--- src/rtl/spi_pkg.sv ---
// Shared definitions for the SPI capture controller: FSM encoding and SPI mode.
package spi_pkg;

  typedef enum logic [1:0] {
    ST_IDLE    = 2'd0,
    ST_ARMED   = 2'd1,
    ST_CAPTURE = 2'd2,
    ST_DUMP    = 2'd3
  } state_t;

  localparam int SPI_MODE = 0;

  // CPOL sets the idle sclk level; modes 0 and 3 sample on the rising edge.
  localparam logic SCLK_IDLE   = (SPI_MODE >= 2) ? 1'b1 : 1'b0;
  localparam logic SAMPLE_RISE = (SPI_MODE == 0) || (SPI_MODE == 3);

endpackage

--- src/rtl/spi_capture_ctrl_if.sv ---
// Readout stream from the capture controller to its downstream consumer.
interface spi_capture_ctrl_if #(
    parameter int W = 8
) ();

    // A word transfers on every rising clock edge where tx_valid and tx_ready are both
    // high; once raised, tx_valid and tx_data hold steady until that transfer happens.
    logic         tx_valid;
    logic         tx_ready;
    logic [W-1:0] tx_data;

    modport master (
        output tx_valid,
        output tx_data,
        input  tx_ready
    );

    modport slave (
        input  tx_valid,
        input  tx_data,
        output tx_ready
    );

endinterface

--- src/rtl/spi_sync_edge.sv ---
// Three-flop synchronizer for one asynchronous bus line with rise/fall detection.
module spi_sync_edge #(
    parameter logic IDLE_VAL = 1'b0
) (
    input  logic clk_i,
    input  logic rstn_i,
    input  logic d_i,
    output logic q_o,
    output logic rise_o,
    output logic fall_o
);

    logic [2:0] sync_q;

    always_ff @(posedge clk_i) begin
        if (!rstn_i) begin
            sync_q <= {3{IDLE_VAL}};
        end else begin
            sync_q <= {sync_q[1:0], d_i};
        end
    end

    // The second flop is the synchronized level; the third only serves edge detection.
    assign q_o    = sync_q[1];
    assign rise_o = sync_q[1] & ~sync_q[2];
    assign fall_o = ~sync_q[1] & sync_q[2];

endmodule

--- src/rtl/spi_capture_ctrl.sv ---
// Captures MOSI/MISO frame pairs from a sniffed SPI bus into a RAM, then streams them out.
module spi_capture_ctrl
    import spi_pkg::*;
#(
    parameter int FRAME_LEN = 8,
    parameter int DEPTH     = 16
) (
    input  logic                     clk_12,
    input  logic                     rstn,
    input  logic                     sclk,
    input  logic                     MOSI,
    input  logic                     MISO,
    input  logic                     SS,
    input  logic                     arm,
    spi_capture_ctrl_if.master       tx,
    output logic                     busy,
    output logic                     overflow,
    output logic [$clog2(DEPTH):0]   frame_count,
    output logic                     done,
    output state_t                   dbg_state
);

    localparam int AW = $clog2(DEPTH);
    localparam int CW = AW + 1;
    localparam int BW = $clog2(FRAME_LEN + 1);

    logic sclk_s, sclk_rise, sclk_fall;
    logic ss_s, ss_rise, ss_fall;
    logic mosi_s, mosi_rise, mosi_fall;
    logic miso_s, miso_rise, miso_fall;

    spi_sync_edge #(.IDLE_VAL(SCLK_IDLE)) u_sync_sclk (
        .clk_i(clk_12), .rstn_i(rstn), .d_i(sclk),
        .q_o(sclk_s), .rise_o(sclk_rise), .fall_o(sclk_fall)
    );
    spi_sync_edge #(.IDLE_VAL(1'b1)) u_sync_ss (
        .clk_i(clk_12), .rstn_i(rstn), .d_i(SS),
        .q_o(ss_s), .rise_o(ss_rise), .fall_o(ss_fall)
    );
    spi_sync_edge #(.IDLE_VAL(1'b0)) u_sync_mosi (
        .clk_i(clk_12), .rstn_i(rstn), .d_i(MOSI),
        .q_o(mosi_s), .rise_o(mosi_rise), .fall_o(mosi_fall)
    );
    spi_sync_edge #(.IDLE_VAL(1'b0)) u_sync_miso (
        .clk_i(clk_12), .rstn_i(rstn), .d_i(MISO),
        .q_o(miso_s), .rise_o(miso_rise), .fall_o(miso_fall)
    );

    logic unused_sync;
    assign unused_sync = ^{sclk_s, ss_s, mosi_rise, mosi_fall, miso_rise, miso_fall};

    state_t                   state_q;
    logic                     arm_q;
    logic [BW-1:0]            bit_cnt_q;
    logic [FRAME_LEN-1:0]     mosi_sr_q, miso_sr_q;
    logic [FRAME_LEN-1:0]     mosi_sr_d, miso_sr_d;
    logic [FRAME_LEN-1:0]     miso_hold_q;
    logic [FRAME_LEN-1:0]     tx_data_q;
    logic                     tx_valid_q;
    logic                     word_sel_q;
    logic                     done_q;
    logic                     overflow_q;
    logic [CW-1:0]            count_q, count_d;
    logic [CW-1:0]            rd_ptr_q;
    logic [AW-1:0]            wr_ptr_q;

    logic [2*FRAME_LEN-1:0]   mem [DEPTH];
    logic [2*FRAME_LEN-1:0]   rd_data;

    logic sample, frame_end, store;

    assign sample    = (state_q == ST_CAPTURE) & (SAMPLE_RISE ? sclk_rise : sclk_fall);
    assign frame_end = sample & (bit_cnt_q == BW'(FRAME_LEN - 1));
    assign store     = frame_end & (count_q < CW'(DEPTH));
    assign mosi_sr_d = {mosi_sr_q[FRAME_LEN-2:0], mosi_s};
    assign miso_sr_d = {miso_sr_q[FRAME_LEN-2:0], miso_s};
    // Includes a frame completed this cycle, so a coincident SS rise still sees it.
    assign count_d   = count_q + CW'(store);
    assign rd_data   = mem[rd_ptr_q[AW-1:0]];

    always_ff @(posedge clk_12) begin
        if (store) begin
            mem[wr_ptr_q] <= {mosi_sr_d, miso_sr_d};
        end
    end

    always_ff @(posedge clk_12) begin
        if (!rstn) begin
            state_q     <= ST_IDLE;
            arm_q       <= 1'b0;
            bit_cnt_q   <= '0;
            mosi_sr_q   <= '0;
            miso_sr_q   <= '0;
            miso_hold_q <= '0;
            tx_data_q   <= '0;
            tx_valid_q  <= 1'b0;
            word_sel_q  <= 1'b0;
            done_q      <= 1'b0;
            overflow_q  <= 1'b0;
            count_q     <= '0;
            rd_ptr_q    <= '0;
            wr_ptr_q    <= '0;
        end else begin
            arm_q  <= arm;
            done_q <= 1'b0;
            case (state_q)
                ST_IDLE: begin
                    if (arm && !arm_q) begin
                        state_q    <= ST_ARMED;
                        count_q    <= '0;
                        overflow_q <= 1'b0;
                        wr_ptr_q   <= '0;
                    end
                end
                ST_ARMED: begin
                    if (ss_fall) begin
                        bit_cnt_q <= '0;
                        state_q   <= ST_CAPTURE;
                    end
                end
                ST_CAPTURE: begin
                    if (sample) begin
                        mosi_sr_q <= mosi_sr_d;
                        miso_sr_q <= miso_sr_d;
                        bit_cnt_q <= frame_end ? '0 : bit_cnt_q + BW'(1);
                    end
                    if (store) begin
                        wr_ptr_q <= wr_ptr_q + AW'(1);
                    end
                    if (frame_end && !store) begin
                        overflow_q <= 1'b1;
                    end
                    count_q <= count_d;
                    if (ss_rise) begin
                        bit_cnt_q <= '0;
                        if (count_d != '0) begin
                            state_q    <= ST_DUMP;
                            rd_ptr_q   <= '0;
                            word_sel_q <= 1'b0;
                            tx_valid_q <= 1'b0;
                        end else begin
                            state_q <= ST_ARMED;
                        end
                    end
                end
                ST_DUMP: begin
                    // word_sel_q high means the MOSI word is showing and its MISO twin is held.
                    if (!tx_valid_q) begin
                        tx_data_q   <= rd_data[2*FRAME_LEN-1:FRAME_LEN];
                        miso_hold_q <= rd_data[FRAME_LEN-1:0];
                        rd_ptr_q    <= rd_ptr_q + CW'(1);
                        word_sel_q  <= 1'b1;
                        tx_valid_q  <= 1'b1;
                    end else if (tx.tx_ready) begin
                        if (word_sel_q) begin
                            tx_data_q  <= miso_hold_q;
                            word_sel_q <= 1'b0;
                        end else if (rd_ptr_q == count_q) begin
                            tx_valid_q <= 1'b0;
                            done_q     <= 1'b1;
                            count_q    <= '0;
                            state_q    <= ST_IDLE;
                        end else begin
                            tx_data_q   <= rd_data[2*FRAME_LEN-1:FRAME_LEN];
                            miso_hold_q <= rd_data[FRAME_LEN-1:0];
                            rd_ptr_q    <= rd_ptr_q + CW'(1);
                            word_sel_q  <= 1'b1;
                        end
                    end
                end
                default: state_q <= ST_IDLE;
            endcase
        end
    end

    assign tx.tx_valid = tx_valid_q;
    assign tx.tx_data  = tx_data_q;
    assign busy        = (state_q != ST_IDLE);
    assign overflow    = overflow_q;
    assign frame_count = count_q;
    assign done        = done_q;
    assign dbg_state   = state_q;

endmodule

--- src/flat_wrapper.sv ---
// flat-port wrapper written by rule: the top's interface ports become plain ports
module spi_capture_ctrl_flat import spi_pkg::*;
#(
    parameter int FRAME_LEN = 8,
    parameter int DEPTH     = 16
)
  (clk_12, rstn, sclk, MOSI, MISO, SS, arm, busy, overflow, frame_count, done, dbg_state, tx_tx_valid, tx_tx_data, tx_tx_ready);
  spi_capture_ctrl_if #(.W((8))) tx_i ();
  input  logic clk_12;
  input  logic rstn;
  input  logic sclk;
  input  logic MOSI;
  input  logic MISO;
  input  logic SS;
  input  logic arm;
  output logic busy;
  output logic overflow;
  output logic [$clog2(DEPTH):0] frame_count;
  output logic done;
  output state_t dbg_state;
  output wire logic [$bits(tx_i.tx_valid)-1:0] tx_tx_valid;
  output wire logic [$bits(tx_i.tx_data)-1:0] tx_tx_data;
  input wire logic [$bits(tx_i.tx_ready)-1:0] tx_tx_ready;
  assign tx_tx_valid = tx_i.tx_valid;
  assign tx_tx_data = tx_i.tx_data;
  assign tx_i.tx_ready = tx_tx_ready;
  spi_capture_ctrl #(.FRAME_LEN(FRAME_LEN), .DEPTH(DEPTH)) u_core (.clk_12(clk_12), .rstn(rstn), .sclk(sclk), .MOSI(MOSI), .MISO(MISO), .SS(SS), .arm(arm), .tx(tx_i), .busy(busy), .overflow(overflow), .frame_count(frame_count), .done(done), .dbg_state(dbg_state));
endmodule
--- config.mk ---
export PLATFORM = sky130hd
export DESIGN_NAME = spi_capture_ctrl_flat
export DESIGN_NICKNAME = d
export VERILOG_FILES = /design/src/rtl/spi_pkg.sv /design/src/rtl/spi_capture_ctrl_if.sv /design/src/rtl/spi_sync_edge.sv /design/src/rtl/spi_capture_ctrl.sv /design/src/flat_wrapper.sv
export SDC_FILE = /design/constraint.sdc
export NUM_CORES = 1
export LEC_CHECK = 0
export BUFFER_PORTS_ARGS = -buffer_cell sky130_fd_sc_hd__buf_2
export CAP_MARGIN = 20
export CORE_ASPECT_RATIO = 1.4
export CORE_UTILIZATION = 56
export CTS_BUF_LIST = sky130_fd_sc_hd__clkbuf_8 sky130_fd_sc_hd__clkbuf_16
export CTS_CLUSTER_SIZE = 25
export DETAILED_ROUTE_END_ITERATION = 12
export PLACE_DENSITY = 0.75
export RECOVER_POWER = 25
export SYNTH_ARGS = -nofsm -noshare
export SYNTH_HDL_FRONTEND = slang
export SYNTH_SLANG_ARGS = --single-unit
--- constraint.sdc ---
create_clock -name clk_12 -period 2.9 [get_ports clk_12]
set_input_delay 0.29 -clock clk_12 [delete_from_list [all_inputs] [get_ports clk_12]]
set_output_delay 0.29 -clock clk_12 [all_outputs]
set_load 0.01 [all_outputs]
* Yosys cells after proc, flatten, opt, wreduce, memory -nomap -nowiden
Memories as Yosys holds them, arrays and structs flattened. A register that Yosys moved wholly into a read port is not among the register bits. Cells that the tools add are included.
Operators by class: bitwise logic cells 13, $lt $le $gt $ge 1, equality and inequality tests 23, multipliers 0, divide/modulo/power cells 0, multiplexer cells 57, add/sub/neg operators 4, reduce and logical (&&, ||, !) cells 23, shifts and indexed selects 0
Operators by type and width (count):
- two-way mux 8 bit | 8
- two-way mux 5 bit | 11
- two-way mux 4 bit | 8
- two-way mux 2 bit | 8
- one-hot mux 4 bit (2 select lines) | 2
- one-hot mux 5 bit (3 select lines) | 1
- AND reduction 3 bit | 5
- two-way mux 1 bit | 14
- != test 2 bit, second input constant | 7
- != test 2 x 1 -> 1 bit, second input constant | 6
- != test 3 bit, second input constant | 4
- AND reduction 6 bit | 2
- one-hot mux 5 bit (2 select lines) | 1
- adder 4 x 1 -> 4 bit, second input constant | 2
- one-hot mux 2 bit (4 select lines) | 1
- AND reduction 4 bit | 2
- nonzero test 2 bit | 4
- inverter 1 bit | 7
- AND reduction 7 bit | 1
- AND 1 bit | 6
- one-hot mux 1 bit (2 select lines) | 3
- adder 5 x 1 -> 5 bit | 1
- adder 5 x 1 -> 5 bit, second input constant | 1
- equality test 5 bit | 1
- other kinds (12) | 15
Word-level totals: bits in read-only memories 0, bits in writable memories 256, flip-flop bits (word level) 65, memories kept 1, bits in latches 0
Memory list:
- u_core.mem | depth 16, bits a word 16, read ports 1, clocked after Yosys merged registers in 1, wr ports 1, line spi_capture_ctrl.sv:67 | logic [2*FRAME_LEN-1:0] mem [DEPTH];

* Depth between registers and ports, before layout
word-level depth 12, mapped depth 15, gate-level depth less buffers 12

* Cells and area by module
From an unflattened synthesis, not the netlist that was laid out.
Unflattened totals: cells, all modules 807, area, all modules 12916.1 µm²
Modules (own cells, without submodules):
- spi_capture_ctrl | instances 1, cells an instance 775, area each 12550.8 µm², seq. area each 8868.5 µm²
- spi_sync_edge | instances 4, cells an instance 8, area each 91.3 µm², seq. area each 60.1 µm²

* Worst setup path after synthesis
OpenSTA, ideal clock, no wires.
path kind register to register, from register u_core.state_q[0], in the netlist u_core.dbg_state[0], to register u_core.rd_ptr_q[4], setup slack -362 ps, arrival 3188 ps, setup time 74 ps, data required time 2826 ps, stages on the path, launching flop included 15, period minus slack after synthesis 3262 ps, path through dfxtp_1 inv_1 ha_1 buf_6 and3b_1 clkbuf_1 and3_1 buf_2 ha_1 ha_1 a31o_2 o32ai_2 o22ai_2 or4_1 a31oi_1
On the way: longest elaborated chain between the ends 8, elaborated cells between the ends (all ways) 15
RTL lines:
- start: declaration | line spi_capture_ctrl.sv:52 | state_t state_q;
- start signal: assignment | line spi_capture_ctrl.sv:89 | state_q <= ST_IDLE;
- start signal: assignment | line spi_capture_ctrl.sv:109 | state_q <= ST_ARMED;
- start signal: assignment | line spi_capture_ctrl.sv:118 | state_q <= ST_CAPTURE;
- equality test 2 bit | line spi_capture_ctrl.sv:72, spi_capture_ctrl.sv:106
- AND 1 bit | line spi_capture_ctrl.sv:72 | assign sample = (state_q == ST_CAPTURE) & (SAMPLE_RISE ? sclk_rise : sclk_fall);
- AND 1 bit | line spi_capture_ctrl.sv:73 | assign frame_end = sample & (bit_cnt_q == BW'(FRAME_LEN - 1));
- AND 1 bit | line spi_capture_ctrl.sv:74 | assign store = frame_end & (count_q < CW'(DEPTH));
- adder 5 x 1 -> 5 bit | line spi_capture_ctrl.sv:78 | assign count_d = count_q + CW'(store);
- nonzero test 5 bit | line spi_capture_ctrl.sv:136 | if (count_d != '0) begin
- != test 2 bit (no source line)
- AND reduction 6 bit (no source line)
- end signal: assignment | line spi_capture_ctrl.sv:151 | rd_ptr_q <= rd_ptr_q + CW'(1);
- end signal: assignment | line spi_capture_ctrl.sv:166 | rd_ptr_q <= rd_ptr_q + CW'(1);
- end: declaration | line spi_capture_ctrl.sv:64 | logic [CW-1:0] rd_ptr_q;
Parallel ways exist; a longest one is shown, timed or not. A chain may end at the register's enable or synchronous reset.

* Worst setup path in the final report
from register u_core.bit_cnt_q[0], to register u_core.rd_ptr_q[4]
On the way: longest elaborated chain between the ends 7
RTL lines:
- start: declaration | line spi_capture_ctrl.sv:54 | logic [BW-1:0] bit_cnt_q;
- start signal: assignment | line spi_capture_ctrl.sv:125 | bit_cnt_q <= frame_end ? '0 : bit_cnt_q + BW'(1);
- equality test 4 x 3 -> 1 bit | line spi_capture_ctrl.sv:73
- AND 1 bit | line spi_capture_ctrl.sv:73
- AND 1 bit | line spi_capture_ctrl.sv:74
- adder 5 x 1 -> 5 bit | line spi_capture_ctrl.sv:78
- nonzero test 5 bit | line spi_capture_ctrl.sv:136
- != test 2 bit (no source line)
- AND reduction 6 bit (no source line)
Every way passes these cells.

==> results.txt <==
most frequent cell after synthesis - edfxtp_1
EDFF count, synth - 256
die area - 23300 um^2
Max VDD drop - 0.519 mV
initial core utilization - 57.7%
Seq cells post-synth - 325
Worst-Skew Late Latency - 0.56 ns
die width - 129 um
Worst-path clk slew - 0.07 ns
TritonCTS Sinks - 325
layout net count - 822
post-route cell area - 14600 um^2
Final WS setup - 0.134 ns
fill cell count - 1448
min Tclk post-route - 2.77 ns
Area Overhead vs Synth - 14.8%
fraction of layout cells with a size suffix above 1 - 28.0%
critical path required time - 3.37 ns
TritonCTS clock tree - built
total track usage - 25.3%
hold path depth - 4
H-tree depth - 1
final setup vio count - 0
Ys Warns - 0
Port Buffers - 26
Ports - 27
Detailed Route Iter0 Violations - 747
Unique masters post-synth - 51
Routability Congestion - 0.847
Setup Skew - 0.0203 ns
outcome - finished clean
DRC Markers - 0
antenna violations before repair - 0
fin. max-slew vios - 0
Clock Path Buffers - 3
FF-to-FF Start - u_core.bit_cnt_q[0]
Avg Inst Size Synth - 17.3 um^2
Inserted Clock Buffers - 29
internal power - 7.53 mW
Worst R2R End - u_core.rd_ptr_q[4]
max-cap violations - 0
Hold EP - u_core.rd_ptr_q[4]
Startpoint Class - flop
largest net degree at the start of global routing - 42
total leakage power - 4.81 nW
Root Driver - clkbuf_16
R2R setup slack - 0.13 ns
top cells by area, synth - edfxtp_1, mux4_2, dfxtp_1
unrepaired setup endpoints after global routing - false
core area - 22000 um^2
area leader, netlist - edfxtp_1
worst slack at placement - 0.0521 ns
Synth top cells by count - edfxtp_1, mux4_2, dfxtp_1, nand2_1, nor2_1
row count - 64
vias in the first global route - 7198
Routed WL per cell - 25.0 um
final worst-path cycle share - 95.4%
# diodes - 0
drt pass-1 iters - 5
Primary FF master, synth - edfxtp_1
FFs w/ async S/R, synth - 0%
Sw Ratio - 20.9%
CP max FO - 5
Routed WL - 28100 um
R2R depth - 11
Via density - 6.27
DIE HEIGHT - 180 um
fmax - 362 MHz
syn nets - 755
Combinational Power Share - 4.8%
setup TNS - 0 ns
clock power share - 42.3%
Hold Path Origin - tx_tx_ready
Antenna Nets Post-Route - 0
crit end category - flop
routed vias - 7038
Setup Crit Path Kind - flop to flop
Seq/Total Area, Yosys - 71.4%
post-synthesis cell area - 12700 um^2
crit path DAT - 3.24 ns
hpwl dp - 16900 um
Max-slew headroom - 50.4%
total grt overflow - 0
final hold violations - 0
Tightest Hold Check Type - input port to flop
register share of total power - 52.9%
Power Density - 653 nW/um^2
Placed Area - 13500 um^2
Pwr Total - 9.52 mW
top-area cell type share of the netlist area - 60.5%
Synth Instances - 735
slew at the pin closest to its max-slew limit - 0.742 ns
NetSw - 1.99 mW
first-pass GRT wire length - 42700 um
## sequential cells by signal (all words and copies together), names as in the netlist, 4 cells and up, named ones only
register / cells
u_core.mem: 256
u_core.miso_hold_q: 8
u_core.tx.tx_data: 8
u_core.miso_sr_q: 7
u_core.mosi_sr_q: 7
u_core.frame_count: 5
u_core.rd_ptr_q: 5
u_core.bit_cnt_q: 4
u_core.wr_ptr_q: 4
## stage by stage
stage / cells / hold WS [ns] / util (%)
6_report: 1122 / 0.172 / 66.2
5_1_grt: 1122 / 0.180 / 66.2
4_1_cts: 1120 / 0.151 / 66.1
3_5_place_dp: 1061 / 0.421 / 61.2
3_3_place_gp: 1061 / 0.398 / 61.2
2_1_floorplan: 735 / 0.386 / -
## worst max-delay path, stage by stage (launching register included)
cell and delay [ns]:
dfxtp_2 0.36, ha_1 0.19, and3b_1 0.21, and3_4 0.22, ha_4 0.14, ha_4 0.15
nor3_1 0.06, a31o_4 0.22, o32ai_2 0.31, o22ai_2 0.15, or4_1 0.53, a31oi_1 0.13
## power groups by stage
| stage | combinational (mW) | clock (mW) | sequential (mW) |
|---|---|---|---|
| floorplan | 0.298 | 0 | 5.14 |
| global placement | 0.416 | 0 | 5.13 |
| detailed placement | 0.435 | 0 | 5.14 |
| CTS | 0.446 | 4.09 | 5.04 |
| global route | 0.490 | 4.25 | 5.04 |
| finish | 0.453 | 4.03 | 5.04 |
## how the worst max path moves through the flow
stage                                     to                start
after floorplan           u_core.rd_ptr_q[4]  u_core.dbg_state[0]
after global placement    u_core.rd_ptr_q[4]  u_core.bit_cnt_q[0]
after detailed placement  u_core.rd_ptr_q[4]  u_core.bit_cnt_q[0]
after CTS                               flop  u_core.bit_cnt_q[0]
after global routing      u_core.rd_ptr_q[2]  u_core.bit_cnt_q[1]
final                     u_core.rd_ptr_q[4]  u_core.bit_cnt_q[0]
## layer usage
layer	up-vias	global-route usage, %	wire length (um)
met5	-	0	0
met4	0	10.2	1080
met3	85	3.21	1670
met2	319	44.6	15100
met1	3583	31.3	10200
li1	3051	-	-
## cell type report
cell class / count / area [um^2] / share of cell area, %
Timing Repair Buffer: 72 / 512 / 3.51
Multi-Input combinational cell: 361 / 3540 / 24.3
Clock buffer: 33 / 781 / 5.35
Sequential cell: 325 / 9080 / 62.3
Clock inverter: 21 / 243 / 1.66
Tap cell: 297 / 372 / 2.55
Inverter: 13 / 53.8 / 0.369
## timing repair
action                                  4_1_cts  5_1_grt
hold endpoints to repair                      5        0
endpoints found under the setup margin        1       10
cloned                                        0        0
setup buffers                                 0        2
pin swaps                                     0        2
hold buffers                                  5        0
gates resized for setup                       1        3
## cell usage in the layout, fill, tap and decap left out, types with 3 or more instances in the layout
master	n
dlygate4sd3_1	5
buf_2	25
buf_4	39
o21ai_0	15
nor2_2	10
or3_1	4
xor2_1	5
and2_1	9
mux4_2	80
bufinv_16	5
o22ai_1	11
clkinv_1	4
nand3_1	17
o2bb2ai_1	8
o2111ai_1	4
dfxtp_1	63
nand2b_1	11
a31oi_1	5
ha_4	3
or4_1	4
clkbuf_16	29
dfxtp_2	4
nor3_2	5
ha_1	9
a21oi_1	31
clkbuf_8	4
inv_1	14
clkinv_2	5
or2_2	3
a22oi_1	3
nor3_1	6
nor2_1	27
nand2_1	57
edfxtp_1	256
## logic make-up after synthesis
logic type      count (synthesis)  share of synthesized area, %
flops                         325                          71.4
simple gates                  170                          6.44
compound gates                 92                          4.66
mux                            82                          14.4
buf+inv                        49                          1.63
fa+ha+maj                      12                          1.18
xor+xnor                        5                         0.345
No activity file was read; power rests on OpenSTA's default activity.
